[src/rtl/vga_timing_gen.sv]
// Parametrised VGA raster engine: h/v counters, prefetch address, 2-clock aligned DAC outputs
// with RGB332/grey/RGB888 expansion and a frame-latched colour-bar test pattern.
module vga_timing_gen #(
    parameter int   H_ACTIVE   = 640,
    parameter int   H_FP       = 16,
    parameter int   H_SYNC     = 96,
    parameter int   H_BP       = 48,
    parameter int   V_ACTIVE   = 480,
    parameter int   V_FP       = 10,
    parameter int   V_SYNC     = 2,
    parameter int   V_BP       = 33,
    parameter logic HS_POL     = 1'b0,
    parameter logic VS_POL     = 1'b0,
    parameter int   COLOR_MODE = 0,
    parameter int   IN_W       = (COLOR_MODE == 2) ? 24 : 8,
    parameter int   XW         = $clog2(H_ACTIVE + H_FP + H_SYNC + H_BP),
    parameter int   YW         = $clog2(V_ACTIVE + V_FP + V_SYNC + V_BP)
) (
    input  logic            clock_25,
    input  logic            rst,
    input  logic [IN_W-1:0] color_in,
    input  logic            test_pattern,
    output logic [XW-1:0]   next_x,
    output logic [YW-1:0]   next_y,
    output logic            next_valid,
    output logic            frame_start,
    output logic            vga_hsync,
    output logic            vga_vsync,
    output logic [7:0]      vga_red,
    output logic [7:0]      vga_green,
    output logic [7:0]      vga_blue,
    output logic            vga_sync,
    output logic            vga_clk_n,
    output logic            vga_blank_n
);

    localparam logic [31:0] H_TOTAL  = H_ACTIVE + H_FP + H_SYNC + H_BP;
    localparam logic [31:0] V_TOTAL  = V_ACTIVE + V_FP + V_SYNC + V_BP;
    localparam logic [31:0] HA       = H_ACTIVE;
    localparam logic [31:0] VA       = V_ACTIVE;
    localparam logic [31:0] HS_START = H_ACTIVE + H_FP;
    localparam logic [31:0] HS_END   = H_ACTIVE + H_FP + H_SYNC;
    localparam logic [31:0] VS_START = V_ACTIVE + V_FP;
    localparam logic [31:0] VS_END   = V_ACTIVE + V_FP + V_SYNC;
    localparam logic [31:0] BAR_W    = (H_ACTIVE >= 8) ? H_ACTIVE / 8 : 1;
    localparam int          BW       = (BAR_W > 1) ? $clog2(BAR_W) : 1;

    logic [XW-1:0] h_cnt_q, h_cnt_d;
    logic [YW-1:0] v_cnt_q, v_cnt_d;
    logic [BW-1:0] bar_cnt_q, bar_cnt_d;
    logic [3:0]    bar_idx_q, bar_idx_d;
    logic          pat_en_q;
    logic          h_wrap, v_wrap, bar_last;
    logic          vis0, hs0, vs0, fs0;
    logic          s1_vis_q, s1_hs_q, s1_vs_q, s1_fs_q;
    logic [3:0]    s1_bar_q;
    logic [23:0]   src_rgb, bar_rgb, rgb_d, rgb_q;
    logic          hs_q, vs_q, bn_q, fs_q;

    assign h_wrap   = (32'(h_cnt_q) == H_TOTAL - 1);
    assign v_wrap   = (32'(v_cnt_q) == V_TOTAL - 1);
    assign bar_last = (32'(bar_cnt_q) == BAR_W - 1);

    // Bar counter runs alongside h_cnt so the bar index needs no divider; index 8 = remainder (black).
    always_comb begin
        h_cnt_d   = h_wrap ? '0 : h_cnt_q + 1'b1;
        v_cnt_d   = v_cnt_q;
        bar_cnt_d = bar_cnt_q;
        bar_idx_d = bar_idx_q;
        if (h_wrap) begin
            v_cnt_d   = v_wrap ? '0 : v_cnt_q + 1'b1;
            bar_cnt_d = '0;
            bar_idx_d = '0;
        end else if (!bar_idx_q[3]) begin
            if (bar_last) begin
                bar_cnt_d = '0;
                bar_idx_d = bar_idx_q + 4'd1;
            end else begin
                bar_cnt_d = bar_cnt_q + 1'b1;
            end
        end
    end

    assign vis0 = (32'(h_cnt_q) < HA) && (32'(v_cnt_q) < VA);
    assign hs0  = (32'(h_cnt_q) >= HS_START) && (32'(h_cnt_q) < HS_END);
    assign vs0  = (32'(v_cnt_q) >= VS_START) && (32'(v_cnt_q) < VS_END);
    assign fs0  = (h_cnt_q == '0) && (v_cnt_q == '0);

    assign next_valid = vis0;
    assign next_x     = vis0 ? h_cnt_q : '0;
    assign next_y     = vis0 ? v_cnt_q : '0;

    generate
        if (COLOR_MODE == 2) begin : g_rgb888
            assign src_rgb = color_in[23:0];
        end else if (COLOR_MODE == 1) begin : g_grey
            assign src_rgb = {3{color_in[7:0]}};
        end else begin : g_rgb332
            assign src_rgb = {color_in[7:5], color_in[7:5], color_in[7:6],
                              color_in[4:2], color_in[4:2], color_in[4:3],
                              {4{color_in[1:0]}}};
        end
    endgenerate

    // Bar order white..black maps to R=~idx[1], G=~idx[2], B=~idx[0].
    assign bar_rgb = s1_bar_q[3] ? 24'h0 :
                     {{8{~s1_bar_q[1]}}, {8{~s1_bar_q[2]}}, {8{~s1_bar_q[0]}}};

    always_comb begin
        rgb_d = 24'h0;
        if (s1_vis_q) rgb_d = pat_en_q ? bar_rgb : src_rgb;
    end

    always_ff @(posedge clock_25 or posedge rst) begin
        if (rst) begin
            h_cnt_q   <= '0;
            v_cnt_q   <= '0;
            bar_cnt_q <= '0;
            bar_idx_q <= '0;
            pat_en_q  <= 1'b0;
            s1_vis_q  <= 1'b0;
            s1_hs_q   <= 1'b0;
            s1_vs_q   <= 1'b0;
            s1_fs_q   <= 1'b0;
            s1_bar_q  <= '0;
            rgb_q     <= '0;
            hs_q      <= ~HS_POL;
            vs_q      <= ~VS_POL;
            bn_q      <= 1'b0;
            fs_q      <= 1'b0;
        end else begin
            h_cnt_q   <= h_cnt_d;
            v_cnt_q   <= v_cnt_d;
            bar_cnt_q <= bar_cnt_d;
            bar_idx_q <= bar_idx_d;
            // Latching only at (0,0) means pixel (0,0) already sees the new value one clock later.
            if (fs0) pat_en_q <= test_pattern;
            s1_vis_q  <= vis0;
            s1_hs_q   <= hs0;
            s1_vs_q   <= vs0;
            s1_fs_q   <= fs0;
            s1_bar_q  <= bar_idx_q;
            rgb_q     <= rgb_d;
            hs_q      <= s1_hs_q ? HS_POL : ~HS_POL;
            vs_q      <= s1_vs_q ? VS_POL : ~VS_POL;
            bn_q      <= s1_vis_q;
            fs_q      <= s1_fs_q;
        end
    end

    assign {vga_red, vga_green, vga_blue} = rgb_q;
    assign vga_hsync   = hs_q;
    assign vga_vsync   = vs_q;
    assign vga_blank_n = bn_q;
    assign frame_start = fs_q;
    assign vga_sync    = 1'b0;
    assign vga_clk_n   = ~clock_25;

endmodule

[config.mk]
export PLATFORM = sky130hd
export DESIGN_NAME = vga_timing_gen
export DESIGN_NICKNAME = d
export VERILOG_FILES = /design/src/rtl/vga_timing_gen.sv
export SDC_FILE = /design/constraint.sdc
export NUM_CORES = 1
export LEC_CHECK = 0
export ABC_AREA = 1
export CAP_MARGIN = 20
export CELL_PAD_IN_SITES_DETAIL_PLACEMENT = 0
export CELL_PAD_IN_SITES_GLOBAL_PLACEMENT = 2
export CORE_ASPECT_RATIO = 1.1
export CORE_MARGIN = 4
export CORE_UTILIZATION = 29
export DETAILED_ROUTE_END_ITERATION = 6
export PLACE_DENSITY_LB_ADDON = 0.15
export SYNTH_ARGS = -nofsm -noshare
export SYNTH_HDL_FRONTEND = slang
export SYNTH_SLANG_ARGS = --single-unit
[constraint.sdc]
create_clock -name clock_25 -period 1.8 [get_ports clock_25]
set_input_delay 0.27 -clock clock_25 [delete_from_list [all_inputs] [get_ports clock_25]]
set_output_delay 0.27 -clock clock_25 [all_outputs]
set_load 0.05 [all_outputs]
==> impl_results.md, run 1 <==
- Period utilization: 101%
- Max Cap Viol: 0
- Register area share after synthesis: 47.6%
- DR pass1 iterations: 6
- Num CTS Buffers: 5
- # rows: 36
- Ys flop type: dfrtp_1
- Root Driver: clkbuf_8
- Largest net degree at the start of global routing: 22
- Initial Utilization: 30.3%
- ANT cells: 0
- Syn avg cell area: 7.92 um^2
- Drt wl/cell: 13.0 um
- Setup crit end kind: output port
- Max-slew violation count: 0
- Post-synth EDFFs: 0
- Peak supply drop: 0.263 mV
- Reg clk slew, reported paths: 0.10 ns
- Relative slew slack: 66.2%
- Fin crit period: 1.83 ns
- Crit path DAT: 1.56 ns
- Routability cong.: 0.789
- Share of cells above drive strength 1: 22.7%
- Yosys warning total: 0
- DIE WIDTH: 101 um
- CORE AREA: 9050 um^2
- Synth Register Bits: 52
- Die area: 11100 um^2
- FMAX: 548 MHz
- GRT Util Overall: 13.2%
- Synthesized area: 2740 um^2
- H-tree levels: 2
- Cts hold-fix bufs: 0
- Critical Path RT: 1.53 ns
- Clk buf depth: 2
- Nets@finish: 431
- Met1 wire length: 2970 um
- Unrepaired setup endpoints after global routing: true
- Remaining Overflow, GRT: 0
- Fin util: 43.0%
- DR iter-0 viols: 67
- PnR worst setup slack: -0.0255 ns
- Synth Instances: 346
- CTS tree: built
- Met2 wire length: 3510 um
- Outcome: finished with violations
- DRC Markers: 0
- Vias/cell: 4.44
- Setup Crit Path Kind: reg2out
- Die Y: 110 um
- Power Density: 581 nW/um^2
- Top-area cell type share of the netlist area: 45.6%
- First-pass GRT wire length: 11700 um
- Slew @ Worst Pin: 0.506 ns
- DR WL met3: 315 um
- Hold Violations, Final: 0
- Failing checks: negative setup slack
- Netlist cell types: 28
- LEAKAGE: 0.00190 uW
- Io pins: 62
- CP max FO: 20
- IO buf count: 59
- Routed Antenna Nets: 0
- Detailed-route via count: 2348
- Initial antenna violation count: 0
- Top cell type by total area after synthesis: dfrtp_1
- Top sig layer: met4
- Area grow syn2layout: 42.0%
- Final Skew: 0.00405 ns
- Final setup vio count: 19
- Ranking of synthesized cells by area: dfrtp_1 (46%), nor2_1 (8.9%), nand2_1 (7.9%), inv_1 (6.8%), buf_4 (4.9%)
- Hold Path Class: in2async
- WHS: 0.191 ns
- Worst-Skew Late Latency: 0.31 ns
- Ys async rst share: 100%
- Hpwl dp: 5190 um
- Number of global-route vias before repair: 2415
- Drt total wl: 6870 um
- Type of origin of the critical path: flop
## worst max-delay path: stages (launching register included)
cell	delay, ns
dfrtp_1	0.45
inv_1	0.14
nand4_1	0.15
buf_12	0.20
nor2_2	0.14
buf_12	0.15
## power by group
group,leakage (uW),internal (uW),switching [uW]
sequential,0.000648,1180,9.39
clock,0.0000609,316,538
combinational,0.00119,67.8,153
## area by class of cell
class	instances	area (um^2)
fill	929	5160
sequential	52	1300
multi-input combinational	221	1160
timing repair buffer	81	990
inverter	51	193
tap	114	143
clock buffer	6	76.3
clock inverter	4	27.5
## cell usage after synthesis, types with 2 or more instances
master	number
nor2_2	3
nand3_1	27
nand2_2	3
nor3_1	5
inv_1	50
buf_4	18
nor2_1	65
nor2_4	2
buf_2	2
o21ai_0	19
nand4_1	10
nand3b_1	2
nand2_1	58
ha_1	6
dfrtp_1	50
xor2_1	7
a21oi_1	7
dfstp_2	2
## sequential cells by signal (all words and copies together), names as in the netlist, 4 cells and up
register   flops
bar_cnt_q      7
bar_idx_q      4
h_cnt_q       10
rgb_q          8
s1_bar_q       4
v_cnt_q       10
## per-stage QoR
step / setup WS [ns] / power (uW) / instance area, um^2 / cells / setup TNS [ns]
2_1_floorplan: 0.0693 / 1470 / 2750 / 347 / 0
3_3_place_gp: -0.178 / 1580 / 3630 / 510 / -0.178
3_5_place_dp: -0.178 / 1580 / 3630 / 510 / -0.178
4_1_cts: -0.0808 / 2290 / 3780 / 527 / -1.20
5_1_grt: -0.110 / 2360 / 3890 / 529 / -1.92
6_report: -0.0255 / 2260 / 3890 / 529 / -0.303
## per-layer routing
layer | global-route usage [%] | vias to the layer above
li1 | - | 1195
met1 | 16.6 | 1101
met2 | 23.3 | 46
met3 | 2.39 | 6
met4 | 3.56 | 0
met5 | 0 | -
## cells in the final DEF (no fill, tap or decap), types with 2 or more instances in the layout
master	Yosys	routed
conb_1	1	2
inv_1	50	48
ha_1	6	6
a21oi_1	7	7
dfstp_2	2	2
dlymetal6s2s_1	0	10
dfrtp_1	50	50
clkbuf_8	0	5
nand3_1	27	26
nand2_1	58	57
inv_2	1	3
nor2_4	2	3
nand4_1	10	10
nor3_1	5	5
inv_4	0	2
nand2_2	3	4
buf_4	18	23
o21ai_0	19	19
nor2_1	65	45
clkdlybuf4s50_1	0	17
xor2_1	7	7
buf_12	0	22
nor2_2	3	22
dlygate4sd2_1	0	8
nand3b_1	2	2
## path summary, 6_finish.rpt
path	from	end	slack (ns)	cells past startpoint
worst min-delay path	rst	pat_en_q	0.19	2
worst max-delay path	v_cnt_q[9]	next_y[6]	-0.03	5
min in group clock_25	s1_vs_q	vga_vsync	0.35	1
worst min register to register	s1_vs_q	vga_vsync	0.35	1
max in group asynchronous	rst	v_cnt_q[4]	1.13	3
worst max register to register	v_cnt_q[8]	v_cnt_q[9]	0.13	11
## kinds of logic after synthesis
family                   synth area share (%)
buffers and inverters                    13.0
adder cells (fa/ha/maj)                  2.74
flip-flops                               47.6
AO/OA/AOI/OAI                            5.29
AND/OR/NAND/NOR                          29.0
XOR/XNOR                                 2.24
other                                   0.137
## repair_timing
action	CTS	global route
endpoints found under the setup margin	30	43
resized for setup	17	34
cloned	0	0
pin swaps	1	3
setup buffers	9	2
(Power assumes the default switching activity.)
==> inputs of run 2 (changes only) <==
- CORE_UTILIZATION: 29 -> 30
- CTS_BUF_LIST: not set -> sky130_fd_sc_hd__clkbuf_2 sky130_fd_sc_hd__clkbuf_4 sky130_fd_sc_hd__clkbuf_8
- PLACE_DENSITY: not set -> 0.85
- PLACE_DENSITY_LB_ADDON: 0.15 -> not set
==> impl_results.md, run 2 (synthesis results as in run 1) <==
- Detailed-route via count: 2358 (was 2348)
- Die area: 10700 um^2 (was 11100 um^2)
- Routability cong.: 0.794 (was 0.789)
- Root Driver: clkbuf_8 (unchanged)
- DR pass1 iterations: 4 (was 6)
- Num CTS Buffers: 5 (unchanged)
- Drt wl/cell: 12.8 um (was 13.0 um)
- Post-Place Cells: 509 (was 510)
- DR iter-0 viols: 44 (was 67)
- Setup crit end kind: output port (unchanged)
- Hpwl dp: 4990 um (was 5190 um)
- Slew @ Worst Pin: 0.519 ns (was 0.506 ns)
- Area grow syn2layout: 44.2% (was 42.0%)
- Initial antenna violation count: 0 (unchanged)
- Largest net degree at the start of global routing: 20 (was 22)
- Share of cells above drive strength 1: 22.0% (was 22.7%)
- Hold Violations, Final: 0 (unchanged)
- Failing checks: negative setup slack (unchanged)
- Io pins: 62 (unchanged)
- DRC Markers: 0 (unchanged)
- Crit path max-delay family: buffers and inverters (unchanged)
- Outcome: finished with violations (unchanged)
- Worst-Skew Late Latency: 0.31 ns (about the same)
- Setup Crit Path Kind: reg2out (unchanged)
- Crit path cell chain: inv_1, nand4_1, buf_6, nor2_4, buf_12 (was inv_1, nand4_1, buf_12, nor2_2, buf_12)
- Crit path DAT: 1.59 ns (was 1.56 ns)
- Crit-path max cell delay: 0.43 ns (was 0.45 ns)
- Placed cell area: 3600 um^2 (was 3630 um^2)
- Unrepaired setup endpoints after global routing: true (unchanged)
- ANT cells: 0 (unchanged)
- Routed Antenna Nets: 0 (unchanged)
- GRT Util Overall: 13.3% (was 13.2%)
- Power Density: 573 nW/um^2 (was 581 nW/um^2)
- CP bufs+invs: 3 (unchanged)
- Reg clk slew, reported paths: 0.11 ns (was 0.10 ns)
- Hold Path Class: in2async (unchanged)
- CP max stage cell: dfrtp_1 (unchanged)
- Setup TNS: -0.544 ns (was -0.303 ns)
- CORE AREA: 8870 um^2 (was 9050 um^2)
- Commonest non-fill, non-tap cell in the layout: nand2_1 (unchanged)
- Clk buf depth: 2 (unchanged)
- Die Y: 108 um (was 110 um)
- FMAX: 539 MHz (was 548 MHz)
- Remaining Overflow, GRT: 0 (unchanged)
- Critical Path RT: 1.53 ns (about the same)
- DIE WIDTH: 99.1 um (was 101 um)
- Peak supply drop: 0.272 mV (was 0.263 mV)
- Finished Cell Area: 3950 um^2 (was 3890 um^2)
- Final Power: 2260 uW (about the same)
- Max Cap Viol: 0 (unchanged)
- Fin crit period: 1.86 ns (was 1.83 ns)
- Fin util: 44.5% (was 43.0%)
- Type of origin of the critical path: flop (unchanged)
- Final Skew: 0.00508 ns (was 0.00405 ns)
- Initial Utilization: 30.9% (was 30.3%)
- Cts hold-fix bufs: 0 (unchanged)
- Nets@finish: 429 (was 431)
- Biggest regs: h_cnt_q: 10 flops, v_cnt_q: 10 flops, rgb_q: 8 flops (unchanged)
- LEAKAGE: 0.00192 uW (was 0.00190 uW)
- CP max FO: 9 (was 20)
- # rows: 36 (unchanged)
- PnR worst setup slack: -0.0558 ns (was -0.0255 ns)
- Number of global-route vias before repair: 2457 (was 2415)
- Final setup vio count: 19 (unchanged)
- Period utilization: 103% (was 101%)
- Relative slew slack: 65.3% (was 66.2%)
- First-pass GRT wire length: 11500 um (was 11700 um)
- H-tree levels: 2 (unchanged)
- FF-to-FF setup slack: 0.17 ns (was 0.13 ns)
- IO buf count: 59 (unchanged)
- Drt total wl: 6730 um (was 6870 um)
- Vias/cell: 4.47 (was 4.44)
- Final Instance Count excl. Fillers: 527 (was 529)
- Max-slew violation count: 0 (unchanged)
- CTS tree: built (unchanged)
- Commonest cells after routing, fill and taps aside: nand2_1 (57), dfrtp_1 (49), inv_1 (47), nor2_1 (46), nand3_1 (26) (was nand2_1 (57), dfrtp_1 (50), inv_1 (48), nor2_1 (45), nand3_1 (26))
-- run 2: changes by cell type in the layout (fill, tap and decap cells not counted), sizes merged --
cell,before,now
clkdlybuf4s50,17,13
dlymetal6s2s,10,13
buf,46,44
dlygate4sd2,8,10
clkbuf,6,5
clkinv,1,2
inv,54,53
-- run 2: report_power, final --
group	switching (uW)	leakage [uW]	internal [uW]	total, uW
clock network	536	0.0000608	324	860
logic	152	0.00121	64.7	217
registers	9.29	0.000647	1180	1190
total	697	0.00192	1570	2260
-- run 2: layout make-up --
cell class | count | area [um^2]
clock buffer | 6 | 76.3
clock inverter | 4 | 32.5
fill | 865 | 4920
inverter | 51 | 193
multi-input combinational | 221 | 1240
sequential | 52 | 1310
tap | 114 | 143
timing repair buffer | 79 | 961
-- run 2: path summary, 6_finish.rpt --
| path | from | end | cells past startpoint |
|---|---|---|---|
| max | v_cnt_q[9] | next_y[8] | 5 |
| max reg2reg | h_cnt_q[7] | v_cnt_q[9] | 8 |
| max in group asynchronous | rst | vga_hsync | 3 |
| min reg2reg | s1_hs_q | vga_hsync | 1 |
| min | rst | bar_idx_q[0] | 2 |
| min in group clock_25 | s1_hs_q | vga_hsync | 1 |
-- run 2: worst reg2reg max path: stages, from the launching register on --
cell and delay, ns:
dfrtp_2 0.43, buf_4 0.16, nor2_2 0.22, buf_4 0.17, nand2_2 0.09, nor2_8 0.18, nand3_1 0.13, nand2_1 0.10
nor2_1 0.05
-- run 2: stage by stage --
stage | hold slack (ns) | setup slack (ns)
6_report | 0.262 | -0.0558
5_1_grt | 0.295 | -0.141
4_1_cts | 0.264 | -0.0683
3_5_place_dp | 0.341 | -0.178
3_3_place_gp | 0.336 | -0.178
2_1_floorplan | 0.331 | 0.0693
-- run 2: routing by layer --
layer	part of all wire [%]	global-route usage, %	routed length, um	vias to the layer above
met1	43	16.2	2920	1096
met5	0	0	0	-
met4	1.7	4.39	112	0
met3	4.7	2.84	318	10
li1	-	-	-	1197
met2	50	23.2	3380	55
-- run 2: timing repair --
action,in CTS,in global routing
resized for setup,62,17
pin swaps,4,4
endpoints found under the setup margin,34,38
buffers inserted,11,2
gates cloned,1,0
